--- src/rtl/window_fetch_sched_pkg.sv ---
// ----------------------------------------------------------------------------
// Module : window_fetch_sched_pkg
// Shared FSM encoding, field widths and limits for the window fetch scheduler.
// Rev    : 1.0
// ----------------------------------------------------------------------------
`default_nettype none

package window_fetch_sched_pkg;

  localparam int PIX_CH   = 16;
  localparam int MAX_FULL = 4095;
  localparam int ROW_W    = 7;
  localparam int IDX_W    = 6;
  localparam int FULL_W   = 12;

  typedef enum logic [2:0] {
    ST_IDLE      = 3'd0,
    ST_CFG       = 3'd1,
    ST_CLEAR     = 3'd2,
    ST_FILL      = 3'd3,
    ST_STREAM    = 3'd4,
    ST_GROUP_END = 3'd5,
    ST_DONE      = 3'd6
  } state_e;

endpackage

`default_nettype wire

--- src/rtl/window_fetch_sched_idx.sv ---
// ----------------------------------------------------------------------------
// Module : win_index_counter
// Output-window row/column counter chained with the depth-group counter.
// Rev    : 1.0
// ----------------------------------------------------------------------------
`default_nettype none

module win_index_counter
  import window_fetch_sched_pkg::*;
(
  input  logic             clk,
  input  logic             rst,
  input  logic             clr_win,
  input  logic             inc,
  input  logic             clr_grp,
  input  logic             inc_grp,
  input  logic [IDX_W-1:0] out_dim,
  output logic [IDX_W-1:0] row,
  output logic [IDX_W-1:0] col,
  output logic [IDX_W-1:0] group,
  output logic             last
);

  logic [IDX_W-1:0] row_q, row_d;
  logic [IDX_W-1:0] col_q, col_d;
  logic [IDX_W-1:0] grp_q, grp_d;
  logic [IDX_W-1:0] dim_m1;

  assign dim_m1 = out_dim - IDX_W'(1);

  always_comb begin
    row_d = row_q;
    col_d = col_q;
    grp_d = grp_q;
    if (clr_win) begin
      row_d = '0;
      col_d = '0;
    end else if (inc) begin
      if (col_q == dim_m1) begin
        col_d = '0;
        row_d = (row_q == dim_m1) ? '0 : row_q + IDX_W'(1);
      end else begin
        col_d = col_q + IDX_W'(1);
      end
    end
    if (clr_grp) begin
      grp_d = '0;
    end else if (inc_grp) begin
      grp_d = grp_q + IDX_W'(1);
    end
  end

  always_ff @(posedge clk or posedge rst) begin
    if (rst) begin
      row_q <= '0;
      col_q <= '0;
      grp_q <= '0;
    end else begin
      row_q <= row_d;
      col_q <= col_d;
      grp_q <= grp_d;
    end
  end

  assign row   = row_q;
  assign col   = col_q;
  assign group = grp_q;
  assign last  = (row_q == dim_m1) && (col_q == dim_m1);

endmodule

`default_nettype wire

--- src/rtl/window_fetch_sched.sv ---
// ----------------------------------------------------------------------------
// Module : window_fetch_sched
// Sequences line-buffer clear/fill/stream per depth group and hands windows on.
// Rev    : 1.0
// ----------------------------------------------------------------------------
`default_nettype none

module window_fetch_sched
  import window_fetch_sched_pkg::*;
(
  input  logic              clk,
  input  logic              rst,
  input  logic              start,
  input  logic [ROW_W-1:0]  cfg_row_size,
  input  logic              cfg_stride,
  input  logic [IDX_W-1:0]  cfg_num_groups,
  input  logic              pix_valid,
  output logic              pix_ready,
  output logic              fifo_wr_en,
  output logic              fifo_stride,
  output logic [ROW_W-1:0]  fifo_row_size,
  output logic [FULL_W-1:0] fifo_full_window_size,
  output logic              fifo_ex_window_done,
  output logic              fifo_zero_buffering,
  input  logic              fifo_data_valid,
  input  logic              fifo_depth_window_done,
  output logic              win_valid,
  input  logic              win_ready,
  output logic [IDX_W-1:0]  win_row,
  output logic [IDX_W-1:0]  win_col,
  output logic [IDX_W-1:0]  group_idx,
  output logic              busy,
  output logic              done,
  output logic              cfg_err
);

  localparam int PROD_W = 2 * ROW_W;

  state_e            state_q, state_d;
  logic [ROW_W-1:0]  row_size_q, row_size_d;
  logic              stride_q, stride_d;
  logic [IDX_W-1:0]  num_groups_q, num_groups_d;
  logic [IDX_W-1:0]  out_dim_q, out_dim_d;
  logic [FULL_W-1:0] full_q, full_d;
  logic              cfg_err_q, cfg_err_d;

  logic [ROW_W-1:0]  cfg_dim;
  logic [PROD_W-1:0] cfg_full;
  logic              cfg_bad;
  logic              win_accept;
  logic              win_last;
  logic              win_clr, grp_clr, grp_inc;
  logic              in_stream;

  // Window ordering is driven purely by the acceptance count, so the line
  // buffer's own end-of-group flag carries no extra information here.
  logic unused_depth_done;
  assign unused_depth_done = fifo_depth_window_done;

  assign cfg_dim  = stride_q ? (row_size_q >> 1) : row_size_q;
  assign cfg_full = {{ROW_W{1'b0}}, cfg_dim} * {{ROW_W{1'b0}}, cfg_dim};
  assign cfg_bad  = (cfg_full > PROD_W'(MAX_FULL)) || (row_size_q < ROW_W'(3))
                  || (num_groups_q == '0);

  always_comb begin
    state_d      = state_q;
    row_size_d   = row_size_q;
    stride_d     = stride_q;
    num_groups_d = num_groups_q;
    out_dim_d    = out_dim_q;
    full_d       = full_q;
    cfg_err_d    = cfg_err_q;
    win_clr      = 1'b0;
    grp_clr      = 1'b0;
    grp_inc      = 1'b0;
    case (state_q)
      ST_IDLE: begin
        if (start) begin
          row_size_d   = cfg_row_size;
          stride_d     = cfg_stride;
          num_groups_d = cfg_num_groups;
          win_clr      = 1'b1;
          grp_clr      = 1'b1;
          state_d      = ST_CFG;
        end
      end
      ST_CFG: begin
        if (cfg_bad) begin
          cfg_err_d = 1'b1;
          state_d   = ST_IDLE;
        end else begin
          cfg_err_d = 1'b0;
          full_d    = cfg_full[FULL_W-1:0];
          // A valid layer has out_dim <= 63, so the upper bit is always zero.
          out_dim_d = cfg_dim[IDX_W-1:0];
          state_d   = ST_CLEAR;
        end
      end
      ST_CLEAR:  state_d = ST_FILL;
      ST_FILL: begin
        if (fifo_data_valid) state_d = ST_STREAM;
      end
      ST_STREAM: begin
        if (win_accept && win_last) state_d = ST_GROUP_END;
      end
      ST_GROUP_END: begin
        win_clr = 1'b1;
        if (group_idx == (num_groups_q - IDX_W'(1))) begin
          state_d = ST_DONE;
        end else begin
          grp_inc = 1'b1;
          state_d = ST_CLEAR;
        end
      end
      ST_DONE:   state_d = ST_IDLE;
      default:   state_d = ST_IDLE;
    endcase
  end

  always_ff @(posedge clk or posedge rst) begin
    if (rst) begin
      state_q      <= ST_IDLE;
      row_size_q   <= '0;
      stride_q     <= 1'b0;
      num_groups_q <= '0;
      out_dim_q    <= '0;
      full_q       <= '0;
      cfg_err_q    <= 1'b0;
    end else begin
      state_q      <= state_d;
      row_size_q   <= row_size_d;
      stride_q     <= stride_d;
      num_groups_q <= num_groups_d;
      out_dim_q    <= out_dim_d;
      full_q       <= full_d;
      cfg_err_q    <= cfg_err_d;
    end
  end

  win_index_counter u_idx (
    .clk     (clk),
    .rst     (rst),
    .clr_win (win_clr),
    .inc     (win_accept),
    .clr_grp (grp_clr),
    .inc_grp (grp_inc),
    .out_dim (out_dim_q),
    .row     (win_row),
    .col     (win_col),
    .group   (group_idx),
    .last    (win_last)
  );

  assign in_stream             = (state_q == ST_STREAM);
  assign pix_ready             = (state_q == ST_FILL) || in_stream;
  assign fifo_wr_en            = pix_valid & pix_ready;
  assign win_valid             = in_stream & fifo_data_valid;
  assign win_accept            = win_valid & win_ready;
  assign fifo_ex_window_done   = win_accept;
  assign fifo_zero_buffering   = (state_q == ST_CLEAR);
  assign fifo_stride           = stride_q;
  assign fifo_row_size         = row_size_q;
  assign fifo_full_window_size = full_q;
  assign busy                  = (state_q != ST_IDLE);
  assign done                  = (state_q == ST_DONE);
  assign cfg_err               = cfg_err_q;

endmodule

`default_nettype wire

--- config.mk ---
export PLATFORM = sky130hd
export DESIGN_NAME = window_fetch_sched
export DESIGN_NICKNAME = d
export VERILOG_FILES = /design/src/rtl/window_fetch_sched_pkg.sv /design/src/rtl/window_fetch_sched_idx.sv /design/src/rtl/window_fetch_sched.sv
export SDC_FILE = /design/constraint.sdc
export NUM_CORES = 1
export LEC_CHECK = 0
export ABC_CLOCK_PERIOD_IN_PS = 10700
export BUFFER_PORTS_ARGS = -buffer_cell sky130_fd_sc_hd__buf_4
export CAP_MARGIN = 10
export CORE_ASPECT_RATIO = 0.8
export CORE_UTILIZATION = 45
export CTS_BUF_LIST = sky130_fd_sc_hd__clkbuf_16
export CTS_CLUSTER_DIAMETER = 40
export CTS_CLUSTER_SIZE = 14
export DETAILED_ROUTE_END_ITERATION = 16
export GPL_TIMING_DRIVEN = 0
export PLACE_DENSITY_LB_ADDON = 0.2
export SETUP_SLACK_MARGIN = 0.05
export SLEW_MARGIN = 30
export SYNTH_ARGS = -nofsm -noshare
export SYNTH_HDL_FRONTEND = slang
export SYNTH_SLANG_ARGS = --single-unit
--- constraint.sdc ---
create_clock -name clk -period 10.7 [get_ports clk]
set_input_delay 0.535 -clock clk [delete_from_list [all_inputs] [get_ports clk]]
set_output_delay 0.535 -clock clk [all_outputs]
set_load 0.05 [all_outputs]
; Yosys cells after proc, flatten, opt, wreduce, memory -nomap -nowiden
; Index checks and enable logic that the tools add are counted.
; Widths: inputs -> output; s select.
[totals]
out_inout_bits = 46
input_bits = 21
reg_bits = 54
[classes]
n_addsub = 5
order_cmp = 2
n_reduce_logical = 15
bitwise_logic = 4
eq_ne = 12
n_mul = 1
mux = 22
[op_table]
columns = op, n
row1 = $mux 6, 9
row2 = $add 6x1->6 const B, 3
row3 = $eq 6x6->1, 3
row4 = $pmux 3 s6, 1
row5 = $gt 14x12->1 const B, 1
row6 = $mul 7x7->14, 1
row7 = $mux 3, 4
row8 = $sub 6x1->6 const B, 2
row9 = $eq 3x3->1 const B, 3
row10 = $lt 7x2->1 const B, 1
row11 = $mux 7, 1
row12 = $eq 3x2->1 const B, 2
row13 = $logic_not 6->1, 1
row14 = $reduce_and 2->1, 3
row15 = $reduce_bool 2->1, 3
row16 = $mux 1, 5
row17 = $ne 2x2->1 const B, 2
row18 = $and 1x1->1, 3
row19 = $eq 3x1->1 const B, 1
row20 = $logic_not 3->1, 1
row21 = $logic_or 1x1->1, 3
row22 = $reduce_and 3->1, 1
row23 = $reduce_bool 3->1, 1
row24 = $logic_and 1x1->1, 2
row25 = other kinds (4), 4

; Depth between registers and ports, before layout
; Gate-level depths: netlist (run 1).
[depth]
word_depth = 7
ltp_mapped = 21

; Hierarchy
; From an unflattened synthesis (run 1), not the netlist that was laid out.
[unflattened]
cells_unflattened = 430
hier_area_um2 = 4063.9
[modules_own_cells]
columns = mod, instances, cells_each, area_per_inst_um2
row1 = window_fetch_sched, 1, 302, 2886.5
row2 = win_index_counter, 1, 128, 1177.4

; Least setup slack after synthesis (run 1)
; Ideal clock, no wire load.
[synth_timing]
path_kind = flip-flop to flip-flop
from = register stride_q, in the netlist fifo_stride
to = register full_q[11], in the netlist fifo_full_window_size[11]
path_stages_with_launch = 20
setup_slack_ns = 4.784
t_required_ns = 10.575
period_less_slack_ns = 5.916
t_arrival_ns = 5.791
setup_time_ns = 0.125
cell_sequence = dfrtp_1 -> buf_1 -> mux2_2 -> inv_1 -> nor2_1 -> inv_1 -> fa_1 -> fa_1 -> fa_1 -> inv_1 -> fa_1 -> ha_1 -> nand2_1 -> o21ai_0 -> a221o_1 -> a31oi_2 -> xnor2_1 -> nor4_4 -> buf_8 -> mux2_4
[synth_between]
elab_chain_cells = 7
[synth_rtl]
columns = element, line
row1 = from (decl), window_fetch_sched.sv:41  ; logic stride_q, stride_d;
row2 = from (signal assigned), window_fetch_sched.sv:132  ; stride_q <= stride_d;
row3 = $mux 7 (*), window_fetch_sched.sv:60  ; assign cfg_dim = stride_q ? (row_size_q >> 1) : row_size_q;
row4 = $mul 7x7->14 (*), window_fetch_sched.sv:61  ; assign cfg_full = {{ROW_W{1'b0}}, cfg_dim} * {{ROW_W{1'b0}}, cfg_dim};
row5 = $gt 14x12->1, window_fetch_sched.sv:62  ; assign cfg_bad = (cfg_full > PROD_W'(MAX_FULL)) || (row_size_q < ROW_W'(3))
row6 = $logic_or 1x1->1, window_fetch_sched.sv:62
row7 = $logic_or 1x1->1, window_fetch_sched.sv:63  ; || (num_groups_q == '0);
row8 = $not 1->1 (no line), --
row9 = $reduce_and 2->1 (no line), --
row10 = to (signal assigned), window_fetch_sched.sv:135  ; full_q <= full_d;
row11 = to (decl), window_fetch_sched.sv:44  ; logic [FULL_W-1:0] full_q, full_d;
; Every way passes the cells marked *; elsewhere a longest branch is shown, timed or not.
; A chain may end at the register's enable or synchronous reset.

; Final worst setup path (run 1)
[layout_timing]
from = register stride_q, in the netlist fifo_stride
to = register full_q[3], in the netlist fifo_full_window_size[3]
; The elaborated chain is that of the path after synthesis.

==> reports/qor.log, run 1 <==
[status] run status finished clean
[cts] deepest clock path buffer count 2
[worst_hold_path] type of the tightest min-delay check in2async
[setup_path] Register-to-Register Path Depth 19
[cts] root buffer cell sky130_fd_sc_hd__clkbuf_16
[final_layout] area growth from synthesis to layout 19.12%
[cts] clock latency on the worst-skew pair 290 ps
[placed_design] worst-case setup slack after placement 4378 ps
[cts] hold buffer count at CTS 0
[grt] global-route wire length before repair 14.77 mm
[synth] share of async-settable or async-resettable flops after synthesis 100.0%
[cts] H-tree level count 2
[grt] vias in the first global route 3095
[detailed_routing] drt first-iter violations 142
[setup_path] critical path endpoint category flip-flop
[grt] overall overflow remaining after global route 0
[placed_design] Post-Place Cell Area 4767 um^2
[sta] Worst Tran Pin Value 802.5 ps
[sta] worst relative slew slack 46.10%
[detailed_routing] overall routed net length 8.718 mm
[cts] number of clock sinks seen by CTS 52
[floorplanning] Placement Rows 30
[floorplanning] horizontal extent of the die 108.9 um
[synth] combinational family with the most area after synthesis simple AND/OR/NAND/NOR gates
[final_layout] final cell count without fillers 620
[setup_path] Worst setup endpoint fifo_full_window_size[3]
[detailed_routing] number of iterations in the first detailed-routing pass 4
[job] MaxCap Viol Count 0
[floorplanning] number of top-level design ports 67
[sta] setup ws final 4327 ps
[placed_design] GPL Wtd Cong 0.8074
[cts] post-cts sizing count 0
[detailed_routing] routed length per placed instance 14.06 um
[floorplanning] area of the core region 8671 um^2
[grt] total global routing track utilization 19.88%
[synth] Post-Synthesis Cell Area 4116 um^2
[setup_path] largest fanout on the critical path 10
[final_layout] post-layout net count 570
[grt] maximum number of pins on one net before global-route repair 48
[sta] shortest period the worst path allows 6373 ps
[setup_path] Critical Path Start Type flip-flop
[sta] Max Clock Skew 5.012 ps
[setup_path] critical path arrival 6550 ps
[setup_path] launching point of the worst reg2reg path fifo_stride
[detailed_routing] Via density 5.311
[setup_path] reg-to-reg critical path endpoint fifo_full_window_size[3]
[setup_path] startpoint-to-endpoint class of the critical path reg2reg
[floorplanning] die area 9536 um^2
[sta] count of endpoints failing hold in the final timing report 0
[detailed_routing] DRC 0
[synth] adder-cell share of the synthesized area 15.32%
[cts] # Post-CTS Setup Buffers 0
[detailed_routing] Final ANT Viol Nets 0
[cts] clock input transition at the sequential cells of the worst setup and hold paths 70 ps
[sta] Total Negative Setup Slacks 0 ps
[setup_path] first element of the critical path fifo_stride
[floorplanning] vertical extent of the die 87.55 um
[synth] simple-gate area share of the yosys netlist 18.60%
[setup_path] Required @ worst endpoint 10880 ps
[placed_design] IO buf count 64
[synth] proportion of synthesized area in mux cells 10.52%
[floorplanning] initial core utilization 47.47%
[final_layout] Layout Cell Area excl Fill 4903 um^2
[synth] synthesized-area fraction occupied by xor and xnor cells 9.392%
[synth] synth unique cells 58
[synth] fraction of the mapped netlist area in compound gates 8.784%
[grt] antenna violations before repair 0
[synth] post-synthesis instance total 435
[sta] final number of setup-violating endpoints 0
[synth] synthesized netlist net count 498
[sta] peak clock frequency supported by timing 156.9 MHz
[setup_path] Reg2Reg Setup Slack 4330 ps
[cts] CTS buffer count 5
[synth] EDFF count, synth 0
[synth] Synth Area per Inst 9.463 um^2
[synth] Syn. warnings 0
[placed_design] Detailed Place HPWL 6.789 mm
[cts] clock tree from TritonCTS yes
[synth] number of flip-flops and latches in the synthesized netlist 52
[detailed_routing] number of vias in the routed layout 3293
[synth] Main synth FF type sky130_fd_sc_hd__dfrtp_1
[sta] Final Max Tran Viols 0
[sta] portion of the clock cycle consumed by the worst path in the final layout 59.56%
[final_layout] share of post-route cells with drive strength above 1 21.65%
[final_layout] number of inserted diodes 0
[placed_design] number of instances in the placed design 612
[synth] fraction of the yosys area taken by sequential cells 31.61%
[sta] setup repair after global routing missed its margin no
## cells in the final DEF (no fill, tap or decap), types with 3 or more instances in the layout
cell type,instances
sky130_fd_sc_hd__and2_1,11
sky130_fd_sc_hd__nor3b_1,3
sky130_fd_sc_hd__nand2b_1,8
sky130_fd_sc_hd__inv_1,40
sky130_fd_sc_hd__nor4_1,3
sky130_fd_sc_hd__mux2_4,7
sky130_fd_sc_hd__fa_1,14
sky130_fd_sc_hd__nor2b_1,5
sky130_fd_sc_hd__a21oi_1,18
sky130_fd_sc_hd__mux2i_1,8
sky130_fd_sc_hd__buf_4,66
sky130_fd_sc_hd__or3_1,3
sky130_fd_sc_hd__clkbuf_16,5
sky130_fd_sc_hd__mux2_2,22
sky130_fd_sc_hd__xnor2_1,25
sky130_fd_sc_hd__nor2_1,30
sky130_fd_sc_hd__nand2_1,45
sky130_fd_sc_hd__o21ai_0,14
sky130_fd_sc_hd__nand4_1,4
sky130_fd_sc_hd__a21o_1,4
sky130_fd_sc_hd__ha_1,28
sky130_fd_sc_hd__nand3_1,15
sky130_fd_sc_hd__clkbuf_1,10
sky130_fd_sc_hd__nor3_1,10
sky130_fd_sc_hd__dfrtp_1,52
sky130_fd_sc_hd__xor2_1,14
## layer usage
metal,routed length [um],track usage [%],up-vias
li1,-,-,1633
met1,4321,28.18,1570
met2,3889,30.76,79
met3,392,4.018,11
met4,114,5.897,0
met5,0,0,-
## flip-flops by register name, indices dropped and copies added (netlist names)
signal,cells
state_q,3
u_idx.row,6
fifo_row_size,7
fifo_stride,1
num_groups_q,6
u_idx.col,6
out_dim_q,6
u_idx.group,6
cfg_err,1
fifo_full_window_size,10
## cells by family (layout without fill, tap and decap cells)
kind of cell             Yosys count  in the layout
AND/OR/NAND/NOR                  150            150
AO/OA/AOI/OAI                     57             57
buffers and inverters             55            128
flip-flops                        52             52
adder cells (fa/ha/maj)           42             42
XOR/XNOR                          41             41
multiplexers                      37             37
other                              1              1
## Yosys cell counts (2+ instances only)
library cell | instances | area share, %
sky130_fd_sc_hd__dfrtp_1 | 52 | 32
sky130_fd_sc_hd__nand2_1 | 45 | 4.1
sky130_fd_sc_hd__inv_1 | 39 | 3.6
sky130_fd_sc_hd__nor2_1 | 30 | 2.7
sky130_fd_sc_hd__ha_1 | 28 | 8.5
sky130_fd_sc_hd__xnor2_1 | 25 | 5.3
sky130_fd_sc_hd__mux2_2 | 22 | 6.0
sky130_fd_sc_hd__a21oi_1 | 18 | 2.2
sky130_fd_sc_hd__nand3_1 | 15 | 1.8
sky130_fd_sc_hd__fa_1 | 14 | 6.8
sky130_fd_sc_hd__o21ai_0 | 14 | 1.7
sky130_fd_sc_hd__xor2_1 | 14 | 3.0
sky130_fd_sc_hd__and2_1 | 11 | 1.7
sky130_fd_sc_hd__clkbuf_1 | 10 | 0.91
sky130_fd_sc_hd__nor3_1 | 10 | 1.2
sky130_fd_sc_hd__mux2i_1 | 8 | 1.9
sky130_fd_sc_hd__nand2b_1 | 8 | 1.2
sky130_fd_sc_hd__mux2_4 | 7 | 2.6
sky130_fd_sc_hd__nor2b_1 | 5 | 0.76
sky130_fd_sc_hd__a21o_1 | 4 | 0.73
sky130_fd_sc_hd__nand4_1 | 4 | 0.61
sky130_fd_sc_hd__nor3b_1 | 3 | 0.55
sky130_fd_sc_hd__nor4_1 | 3 | 0.46
sky130_fd_sc_hd__or3_1 | 3 | 0.46
sky130_fd_sc_hd__a21boi_0 | 2 | 0.36
sky130_fd_sc_hd__and3_1 | 2 | 0.30
sky130_fd_sc_hd__and4_1 | 2 | 0.43
sky130_fd_sc_hd__buf_4 | 2 | 0.36
sky130_fd_sc_hd__nand3b_1 | 2 | 0.36
sky130_fd_sc_hd__o21a_1 | 2 | 0.36
sky130_fd_sc_hd__o21bai_1 | 2 | 0.36
sky130_fd_sc_hd__o31ai_1 | 2 | 0.36
sky130_fd_sc_hd__xnor3_1 | 2 | 1.1
## worst max-delay path: stages (launching register included)
cell and delay (ps):
sky130_fd_sc_hd__dfrtp_1 470, sky130_fd_sc_hd__buf_1 410, sky130_fd_sc_hd__mux2_2 480, sky130_fd_sc_hd__inv_1 150, sky130_fd_sc_hd__nor2_1 90, sky130_fd_sc_hd__inv_1 100
sky130_fd_sc_hd__fa_1 430, sky130_fd_sc_hd__fa_1 510, sky130_fd_sc_hd__fa_1 510, sky130_fd_sc_hd__inv_1 50, sky130_fd_sc_hd__fa_1 450, sky130_fd_sc_hd__ha_1 370
sky130_fd_sc_hd__nand2_1 80, sky130_fd_sc_hd__nor2_1 250, sky130_fd_sc_hd__nand2_1 90, sky130_fd_sc_hd__o21ai_1 370, sky130_fd_sc_hd__mux2i_1 190, sky130_fd_sc_hd__nor4_4 700
sky130_fd_sc_hd__buf_8 240, sky130_fd_sc_hd__mux2_4 300
## worst min path at each step
stage / endpoint / slack, ps / cells after the start / from
2_1_floorplan: num_groups_q[5] / 510 / 1 / num_groups_q[5]
3_3_place_gp: fifo_full_window_size[10] / 490 / 1 / fifo_full_window_size[10]
6_report: fifo_row_size[1] / 120 / 2 / rst
5_1_grt: fifo_row_size[1] / 110 / 2 / rst
4_1_cts: fifo_row_size[1] / 110 / 2 / rst
3_5_place_dp: fifo_row_size[1] / 430 / 2 / rst
## stage by stage
| stage | utilization (%) | hold WS (ps) |
|---|---|---|
| 4_1_cts | 56.55 | 112.7 |
| 5_1_grt | 56.55 | 112.7 |
| 3_5_place_dp | 54.98 | 430.2 |
| 2_1_floorplan | - | 514.3 |
| 6_report | 56.55 | 116.2 |
| 3_3_place_gp | 54.63 | 491.6 |
## final cells by class
cell class | count | area, um^2
buffer | 16 | 87.58
inverter | 39 | 148.9
timing repair buffer | 65 | 508.0
multi-input combinational | 328 | 2581
clock buffer | 5 | 125.1
sequential | 52 | 1301
clock inverter | 3 | 11.26
fill | 752 | 3767
tap | 112 | 140.1
Power of run 1 is not shown: default switching activity piles up to over one toggle a cycle in this logic, so the estimate is an artifact.
==> inputs of run 2 (changes only) <==
ABC_AREA = 1   (was not set)
ABC_CLOCK_PERIOD_IN_PS = 6550   (was 10700)
clock period = 6.55 ns   (was 10.7 ns; I/O delays follow)
==> run 2 against run 1 <==
  * Global-route usage increased by 1.6 points
  * Worst hold slack better by 150 ps
  * Cell area increased by 3.4%
  * Clock skew rose by 1.4 ps
  * Die area grew 3.1%
  * Via count up 15%
  * Fmax grew 21%
  * Critical endpoint is now fifo_full_window_size[10]
  * Critical path depth is 5 higher
  * Flip-flop and latch count is the same
  * Routed wire length rose by 8.7%
  * Critical path type unchanged
  * Final cell count grew 24%
==> reports/qor.log, run 2 <==
[status] run status finished clean
[final_layout] number of flip-flops under the largest register name 10 [unchanged]
[sta] final number of setup-violating endpoints 0 [unchanged]
[setup_path] critical path endpoint category flip-flop
[cts] number of clock sinks seen by CTS 52 [unchanged]
[grt] overall overflow remaining after global route 0 [unchanged]
[cts] clock input transition at the sequential cells of the worst setup and hold paths 70 ps [about the same]
[synth] most common library cells after synthesis sky130_fd_sc_hd__nand2_1, sky130_fd_sc_hd__inv_1, sky130_fd_sc_hd__nor2_1
[setup_path] cell count along the critical path 24 [+5]
[cts] deepest clock path buffer count 2 [unchanged]
[detailed_routing] DRC 0 [unchanged]
[synth] proportion of synthesized area in mux cells 1.061% [-9.5 points]
[final_layout] final core utilization 55.62% [-0.93 points]
[floorplanning] number of top-level design ports 67 [unchanged]
[worst_hold_path] cell count of the worst hold path 2
[detailed_routing] number of vias in the routed layout 3794 [+15%]
[final_layout] share of post-route cells with drive strength above 1 16.36% [-5.3 points]
[final_layout] area growth from synthesis to layout 19.42%
[synth] synthesized netlist net count 643 [+29%]
[grt] total global routing track utilization 21.47% [+1.6 points]
[setup_path] largest fanout on the critical path 10 [unchanged]
[cts] clock latency on the worst-skew pair 290 ps [about the same]
[placed_design] IO buf count 64 [unchanged]
[final_layout] area of combinational cells with multiple inputs 2515 um^2 [-2.6%]
[synth] Main synth FF type sky130_fd_sc_hd__dfrtp_1
[cts] H-tree level count 2 [unchanged]
[detailed_routing] overall routed net length 9.474 mm [+8.7%]
[floorplanning] initial core utilization 46.58% [-0.90 points]
[placed_design] worst-case setup slack after placement 1286 ps [-3092 ps]
[floorplanning] area of the core region 9115 um^2 [+5.1%]
[final_layout] most used cells in the layout excluding fill and tap cells sky130_fd_sc_hd__nand2_1, sky130_fd_sc_hd__inv_1, sky130_fd_sc_hd__buf_4
[placed_design] Detailed Place HPWL 7.617 mm [+12%]
[synth] fraction of the mapped netlist area in compound gates 5.659% [-3.1 points]
[grt] global-route wire length before repair 17.18 mm [+16%]
[floorplanning] Placement Rows 31 [+3.3%]
[setup_path] slowest CP cell sky130_fd_sc_hd__fa_1
[final_layout] post-layout net count 716 [+26%]
[cts] clock tree from TritonCTS yes
[worst_hold_path] type of the tightest min-delay check in2reg
[sta] Final Max Tran Viols 0 [unchanged]
[sta] portion of the clock cycle consumed by the worst path in the final layout 80.26% [+21 points]
[sta] Worst Tran Pin Value 605.8 ps [-196.7 ps]
[synth] combinational family with the most area after synthesis simple AND/OR/NAND/NOR gates
[setup_path] crit-path leading delay family adder cells
[synth] cell taking the most area after synthesis sky130_fd_sc_hd__dfrtp_1
[grt] antenna violations before repair 0 [unchanged]
[synth] share of async-settable or async-resettable flops after synthesis 100.0% [unchanged]
[final_layout] number of inserted diodes 0 [unchanged]
[synth] area fraction of the dominant cell type after synthesis 30.65% [-0.96 points]
[setup_path] critical path arrival 5490 ps [-1060 ps]
[detailed_routing] routed length per placed instance 12.32 um [-12%]
[detailed_routing] Via density 4.934 [-7.1%]
[sta] count of endpoints failing hold in the final timing report 0 [unchanged]
[sta] setup ws final 1293 ps [-3034 ps]
[cts] CTS buffer count 5 [unchanged]
[synth] EDFF count, synth 0 [unchanged]
[setup_path] Register-to-Register Path Depth 24 [+5]
[floorplanning] die area 9829 um^2 [+3.1%]
[sta] worst relative slew slack 59.34% [+13 points]
[detailed_routing] number of iterations in the first detailed-routing pass 4 [unchanged]
[synth] Synth Area per Inst 7.320 um^2 [-23%]
[floorplanning] horizontal extent of the die 110.6 um [+1.5%]
[sta] Max Clock Skew 6.445 ps [+1.433 ps]
[setup_path] Required @ worst endpoint 6790 ps [-4090 ps]
[synth] post-synthesis instance total 580 [+33%]
[synth] dominant cells by area after synthesis sky130_fd_sc_hd__dfrtp_1, sky130_fd_sc_hd__nand2_1, sky130_fd_sc_hd__inv_1
[cts] root buffer cell sky130_fd_sc_hd__clkbuf_16
[grt] vias in the first global route 3829 [+24%]
[sta] shortest period the worst path allows 5257 ps [-1116 ps]
[synth] simple-gate area share of the yosys netlist 31.39% [+13 points]
[detailed_routing] drt first-iter violations 171 [+20%]
[floorplanning] vertical extent of the die 88.88 um [+1.5%]
[synth] fraction of the yosys area taken by sequential cells 30.65% [-0.96 points]
[job] MaxCap Viol Count 0 [unchanged]
[sta] Total Negative Setup Slacks 0 ps [unchanged]
[grt] maximum number of pins on one net before global-route repair 45 [-6.3%]
[sta] peak clock frequency supported by timing 190.2 MHz [+21%]
[setup_path] Critical Path Start Type flip-flop
[detailed_routing] Final ANT Viol Nets 0 [unchanged]
[synth] Syn. warnings 0 [unchanged]
[setup_path] critical path's largest stage delay 510 ps [-190 ps]
[synth] synth unique cells 35 [-40%]
[final_layout] count of fill cells added during filler insertion 872 [+16%]
[final_layout] Seq. cell area 1301 um^2 [unchanged]
[cts] # Post-CTS Setup Buffers 0 [unchanged]
[setup_path] startpoint-to-endpoint class of the critical path reg2reg
[synth] adder-cell share of the synthesized area 14.85% [-0.47 points]
[setup_path] chain of cells forming the critical path buf_6, nor2_1, a21oi_1, inv_1, nor2_1, inv_1, fa_1, fa_1, fa_1, inv_1, fa_1, ha_1, inv_1, o21ai_0, a21oi_1, nor2_1, nor2_1, nand2_1, nand2_1, nand2_2, nor2_4, buf_6, nand2_1, nand2_1
[synth] cell with the most instances after synthesis sky130_fd_sc_hd__nand2_1
[synth] synthesized-area fraction occupied by xor and xnor cells 6.189% [-3.2 points]
[placed_design] GPL Wtd Cong 0.8780 [+8.7%]
[setup_path] number of buffers and inverters on the critical path 6 [+1]
[sta] setup repair after global routing missed its margin no
[synth] number of flip-flops and latches in the synthesized netlist 52 [unchanged]
[final_layout] most frequent standard cell in the layout excluding fill and tap cells sky130_fd_sc_hd__nand2_1
[synth] Post-Synthesis Cell Area 4245 um^2 [+3.1%]
-- run 2: changes by cell type after synthesis, sizes merged, moves of 5 or more --
cell / change
nand2b: -8
o21ai: +5
and2: -11
nand3: +31
mux2i: -8
nor2: +32
xor2: +7
clkbuf: -8
nand2: +121
inv: +58
xnor2: -16
nor2b: -5
mux2: -25
-- run 2: logic make-up after synthesis --
| group | after synthesis |
|---|---|
| buffers and inverters | 106 |
| flip-flops | 52 |
| multiplexers | 4 |
| other | 1 |
| AO/OA/AOI/OAI | 45 |
| AND/OR/NAND/NOR | 300 |
| XOR/XNOR | 30 |
| adder cells (fa/ha/maj) | 42 |
-- run 2: per-stage QoR --
stage | hold WS [ps] | instances | instance area [um^2]
2_1_floorplan | 464.1 | 580 | 4245
3_3_place_gp | 464.0 | 759 | 4870
3_5_place_dp | 233.8 | 760 | 4892
4_1_cts | 258.9 | 769 | 5070
5_1_grt | 261.6 | 769 | 5070
6_report | 263.1 | 769 | 5070
-- run 2: layout make-up --
class                   count  share of cell area [%]
inverters                  97                   7.231
flip-flops and latches     52                   25.67
repair buffers             66                   10.07
well taps                 115                   2.838
clock buffers               5                   2.468
multi-input cells         422                   49.61
clock inverters             3                  0.8391
plain buffers               9                   1.283
-- run 2: final timing paths --
check	endpoint	from	slack, ps
min	num_groups_q[5]	cfg_num_groups[5]	260
max	fifo_full_window_size[10]	fifo_stride	1290
min reg2reg	fifo_full_window_size[2]	fifo_full_window_size[2]	470
min in group asynchronous	fifo_row_size[6]	rst	470
max in group asynchronous	fifo_full_window_size[4]	rst	5620
max reg2reg	fifo_full_window_size[10]	fifo_stride	1290
-- run 2: metal layers --
| metal | track usage, % | part of all wire, % |
|---|---|---|
| met1 | 26.88 | 49 |
| met2 | 38.68 | 47 |
| met3 | 3.356 | 3.4 |
| met4 | 6.788 | 0.96 |
| met5 | 0 | 0 |
-- run 2: repair_timing --
action                    CTS  global route
hold endpoints to repair    8             0
hold buffers                1             0
gates resized for setup     0             0
Power of run 2 is left out for the same reason.
